$ cat config.mk
export PLATFORM = sky130hd
export DESIGN_NAME = jk_updown_counter
export DESIGN_NICKNAME = d
export VERILOG_FILES = /design/src/rtl/jk_pkg.sv /design/src/rtl/jk_ff_sync_reset.sv /design/src/rtl/jk_updown_counter.sv
export SDC_FILE = /design/constraint.sdc
export NUM_CORES = 1
export LEC_CHECK = 0
export CAP_MARGIN = 10
export CORE_AREA = 2 2 39 41
export DETAILED_ROUTE_END_ITERATION = 12
export DIE_AREA = 0 0 41 43
export PLACE_DENSITY = 0.66
export SLEW_MARGIN = 25
export SYNTH_ARGS = -nofsm -noshare
export SYNTH_HDL_FRONTEND = slang
export SYNTH_SLANG_ARGS = --single-unit
$ cat constraint.sdc
create_clock -name clk -period 1.8 [get_ports clk]
set_input_delay 0.45 -clock clk [delete_from_list [all_inputs] [get_ports clk]]
set_output_delay 0.45 -clock clk [all_outputs]
set_load 0.03 [all_outputs]
$ cat src/rtl/jk_pkg.sv
// Shared definitions for the JK-cell based sequential blocks.
package jk_pkg;

  // J/K drive encodings, packed as {J, K}.
  localparam logic [1:0] JK_HOLD = 2'b00;
  localparam logic [1:0] JK_CLR  = 2'b01;
  localparam logic [1:0] JK_SET  = 2'b10;
  localparam logic [1:0] JK_TGL  = 2'b11;

  // Highest count value of a mod-N counter.
  function automatic int terminal_value(input int modulus);
    return modulus - 1;
  endfunction

endpackage

$ cat src/rtl/jk_ff_sync_reset.sv
// Single JK flip-flop cell with synchronous active-high reset.
module jk_ff_sync_reset
  import jk_pkg::*;
(
  input  logic clk,
  input  logic reset,
  input  logic j,
  input  logic k,
  output logic q,
  output logic qb
);

  logic q_q;
  logic q_d;

  // Next-state decode of the J/K pair.
  always_comb begin
    // NOTE: every always_comb output gets a default first so no path leaves it unassigned (no latch).
    q_d = q_q;
    case ({j, k})
      JK_CLR:  q_d = 1'b0;
      JK_SET:  q_d = 1'b1;
      JK_TGL:  q_d = ~q_q;
      default: q_d = q_q;
    endcase
  end

  // State register; reset is sampled on the clock edge.
  always_ff @(posedge clk) begin
    // NOTE: sequential state uses non-blocking assignments so all flops update together.
    if (reset) q_q <= 1'b0;
    else       q_q <= q_d;
  end

  assign q  = q_q;
  assign qb = ~q_q;

endmodule

$ cat src/rtl/jk_updown_counter.sv
// Mod-N up/down counter built from one JK cell per bit, with parallel
// load, terminal-count and wrap / load-error flags.
module jk_updown_counter
  import jk_pkg::*;
#(
  parameter int WIDTH   = 4,
  parameter int MODULUS = 10
) (
  input  logic             clk,
  input  logic             reset,
  input  logic             en,
  input  logic             up,
  input  logic             load,
  input  logic [WIDTH-1:0] din,
  output logic [WIDTH-1:0] q,
  output logic             tc,
  output logic             wrap,
  output logic             load_err
);

  localparam logic [WIDTH-1:0] TERM    = WIDTH'(terminal_value(MODULUS));
  // One extra bit so MODULUS == 2**WIDTH is representable in compares.
  localparam logic [WIDTH:0]   MOD_EXT = (WIDTH + 1)'(MODULUS);

  logic [WIDTH-1:0]      q_cells;
  logic [WIDTH-1:0]      unused_qb;
  logic [WIDTH-1:0][1:0] jk_d;
  logic                  wrap_d, wrap_q;
  logic                  load_err_d, load_err_q;

  // Next-value decode: load and wrap drive set/clear onto every bit,
  // ordinary steps toggle the bits whose lower bits are all 1 (up) / all 0 (down).
  always_comb begin
    logic [WIDTH-1:0] target;
    logic             in_range;
    logic             wrap_step;
    logic             carry;

    jk_d       = '0;
    wrap_d     = 1'b0;
    load_err_d = 1'b0;
    target     = '0;
    wrap_step  = 1'b0;
    carry      = 1'b1;
    in_range   = ({1'b0, q_cells} < MOD_EXT);

    if (load) begin
      if ({1'b0, din} < MOD_EXT) begin
        target = din;
      end else begin
        target     = TERM;
        load_err_d = 1'b1;
      end
      for (int i = 0; i < WIDTH; i++) jk_d[i] = target[i] ? JK_SET : JK_CLR;
    end else if (en) begin
      if (up) begin
        wrap_step = !in_range || (q_cells == TERM);
        target    = '0;
      end else begin
        wrap_step = !in_range || (q_cells == '0);
        target    = TERM;
      end
      if (wrap_step) begin
        wrap_d = 1'b1;
        for (int i = 0; i < WIDTH; i++) jk_d[i] = target[i] ? JK_SET : JK_CLR;
      end else begin
        for (int i = 0; i < WIDTH; i++) begin
          jk_d[i] = carry ? JK_TGL : JK_HOLD;
          carry   = carry & (up ? q_cells[i] : ~q_cells[i]);
        end
      end
    end
  end

  // One JK cell per counter bit; reset goes straight to the cells.
  for (genvar gi = 0; gi < WIDTH; gi++) begin : g_cell
    jk_ff_sync_reset u_cell (
      .clk   (clk),
      .reset (reset),
      .j     (jk_d[gi][1]),
      .k     (jk_d[gi][0]),
      .q     (q_cells[gi]),
      .qb    (unused_qb[gi])
    );
  end

  // One-cycle flag registers.
  always_ff @(posedge clk) begin
    if (reset) begin
      wrap_q     <= 1'b0;
      load_err_q <= 1'b0;
    end else begin
      wrap_q     <= wrap_d;
      load_err_q <= load_err_d;
    end
  end

  assign q        = q_cells;
  assign tc       = en & ((up & (q_cells == TERM)) | (~up & (q_cells == '0)));
  assign wrap     = wrap_q;
  assign load_err = load_err_q;

endmodule

==> impl_metrics.yaml <==
synth:
  synth_mux_area_frac: 0.02057
  yosysTopAreaCellShare: 0.2468
  synth_cell_types: 32
  synth-simple-area-share: 0.2159
  syn_area_um2: 486.7
  synth_fa_ha_area_frac: 0
  ys_top_cells_by_area: "dfxtp_1, buf_4, a311oi_1, buf_6, o31a_1"
  yosysSeqAreaShare: 0.2468
  synth_flop_cell: "dfxtp_1"
  synth_area_leader_cell: "dfxtp_1"
  ys_top_cells_by_count: "dfxtp_1, buf_4, clkbuf_1"
  synth_seq_cells: 6
  synth.most_common_cell: "dfxtp_1"
  synthArstFlopShare: 0
  syn_inst: 60
  ys.warnings.count: 0
  syn_avg_cell_area_um2: 8.112
  synthXorXnorAreaFrac: 0.01799
  synth_compound_area_frac: 0.3342
  synth_edf_count: 0
  mappedNetlistNets: 69
  synth_top_family_by_area: "compound AO/OA/AOI/OAI gates"
clocking:
  clock-root-buffer: "clkbuf_4"
  cts.sinks: 6
  cts_tree: "done"
  htreeDepth: 1
  cts_buffers: 3
  path_clk_slew_ns: 0.04
  cts_buffer_depth: 2
  insertion_delay_ns: 0.24
  postCtsHoldBufs: 0
placed_design:
  dp_cells: 94
  hpwl_um: 960.8
  place_worst_setup_slack_ns: -0.2566
  io_buffers: 15
  gp_congestion: 0.8236
timing:
  max_freq_mhz: 576.1
  slew_violations: 0
  relSlewSlack: 0.7230
  setup_viol: 0
  period_needed_ns: 1.736
  clock_skew_ns: 0.003797
  fin_crit_sh: 0.9643
  hold_slack_ns: 0.6534
  rsz0062_at_grt: "false"
  tightestPinTransition_ns: 0.4050
  setup_ws_ns: 0.06420
  hold_violations: 0
critical_path:
  startpoint_type: "input pin"
  critical_path_required_ns: 1.35
  end_kind: "primary output"
  crit_type: "in -> out"
  cp_max_fo: 5
  crit_arrival_ns: 1.29
final_layout:
  multi_input_area_um2: 291.5
  areaGrowthSynthToFinish_pct: 46.27
  final_nets: 92
  drive_gt1_frac: 0.2716
  nFillCells: 144
  instances_no_fill: 97
  ff_latch_area_um2: 121.4
  diodes: 0
routing:
  routed_wl_um: 1216
  vias: 509
  drt_first_pass_iters: 4
  ant_nets: 0
  drc: 0
  drt-initial-drc-count: 5
  drt-vias-per-instance: 5.247
  wl_per_cell_um: 12.54
floorplan:
  dieArea_um2: 1763
  ios: 16
  core.rowCount: 14
  initial_utilization: 0.3517
  fp.dieW_um: 41
  coreArea_um2: 1384
  dieHeight_um: 43
power_and_ir_drop:
  leakagePower_nw: 0.3055
  vdd_drop_max_v: 0.0001499
  power.density_nw_per_um2: 610.1
flow_run:
  maxCapViolations: 0
grt:
  met2_usage: 0.2375
  overflow: 0
  grt_max_degree: 13
  antenna_found_initial: 0
  grt_pass1_wl_um: 2001
  busiest_layer: "met2"
  use_met3: 0.01571
  first_global_vias: 496
  use_met1: 0.2244
  grt_use_total: 0.1625
outcome:
  status: "complete, no violations"
min_path:
  hp-class: "reg -> reg"
path summary, 6_finish.rpt:
path	startpoint	endpoint	slack, ns	cells past startpoint
worst min register to register	g_cell[2].u_cell.q	g_cell[2].u_cell.q	0.65	2
worst max-delay path	up	tc	0.06	5
worst max register to register	g_cell[0].u_cell.q	g_cell[1].u_cell.q	0.33	4
worst min-delay path	g_cell[2].u_cell.q	g_cell[2].u_cell.q	0.65	2
kinds of logic (layout without fill, tap and decap cells):
family / count (synthesis) / in the layout
AO/OA/AOI/OAI: 22 / 22
AND/OR/NAND/NOR: 17 / 17
buffers and inverters: 13 / 34
flip-flops: 6 / 6
XOR/XNOR: 1 / 1
multiplexers: 1 / 1
critical path: stages:
cell and delay, ns:
dlygate4sd2_1 0.29, and2_4 0.19, a21oi_1 0.14, nor2_1 0.05, buf_4 0.16
layer usage:
layer  vias to the layer above  share of wire  wire (um)
met5                         -              0          0
met1                       231           0.48        581
met2                         9           0.50        607
met3                         0          0.022         27
met4                         0              0          0
li1                        269              -          -
final cells by class:
cell class              count  area share
clock buffers               3     0.03163
inverters                   2     0.01054
multi-input cells          41      0.4095
flip-flops and latches      6      0.1705
well taps                  16     0.02812
repair buffers             29      0.3497
what timing repair did:
item,CTS,global route
pin swaps,0,0
hold endpoints to repair,0,0
gates resized for setup,3,2
setup buffers,0,0
setup endpoints to repair,3,1
state kept, by name (all words and copies together) (netlist names):
register,cells
g_cell.u_cell.q,4
load_err,1
wrap,1
cells in the final DEF (no fill, tap or decap), types with 2 or more instances in the layout:
master / synthesis / final
nand2_1: 2 / 2
buf_4: 4 / 15
a21oi_1: 3 / 3
o21ai_0: 3 / 3
a311oi_1: 3 / 3
a211oi_1: 2 / 2
nor3b_1: 2 / 2
clkdlybuf4s50_1: 0 / 11
o31a_1: 2 / 2
clkbuf_4: 0 / 3
dfxtp_1: 6 / 5
inv_1: 2 / 2
nor2b_1: 2 / 2
dlygate4sd2_1: 0 / 3
nor3_1: 3 / 2
a21boi_0: 2 / 2
nor2_1: 2 / 2
report_power, final:
| part | switching [mW] | leakage [nW] | internal, mW | total, mW |
|---|---|---|---|---|
| Clock | 0.0442 | 0.0138 | 0.0751 | 0.119 |
| Sequential | 0.00787 | 0.0497 | 0.142 | 0.150 |
| Combinational | 0.0820 | 0.242 | 0.0826 | 0.165 |
| Total | 0.134 | 0.305 | 0.300 | 0.434 |
per-stage QoR:
stage               total power, mW  setup TNS [ns]    util  area (um^2)
floorplan                    0.2538               0       -        486.7
global placement             0.3161         -0.6819  0.4964        686.9
detailed placement           0.3173         -0.8267  0.4964        686.9
CTS                          0.4360               0  0.5099        705.7
global route                 0.4641               0  0.5145        711.9
finish                       0.4344               0  0.5145        711.9
Power figures use the tool's default switching activity.
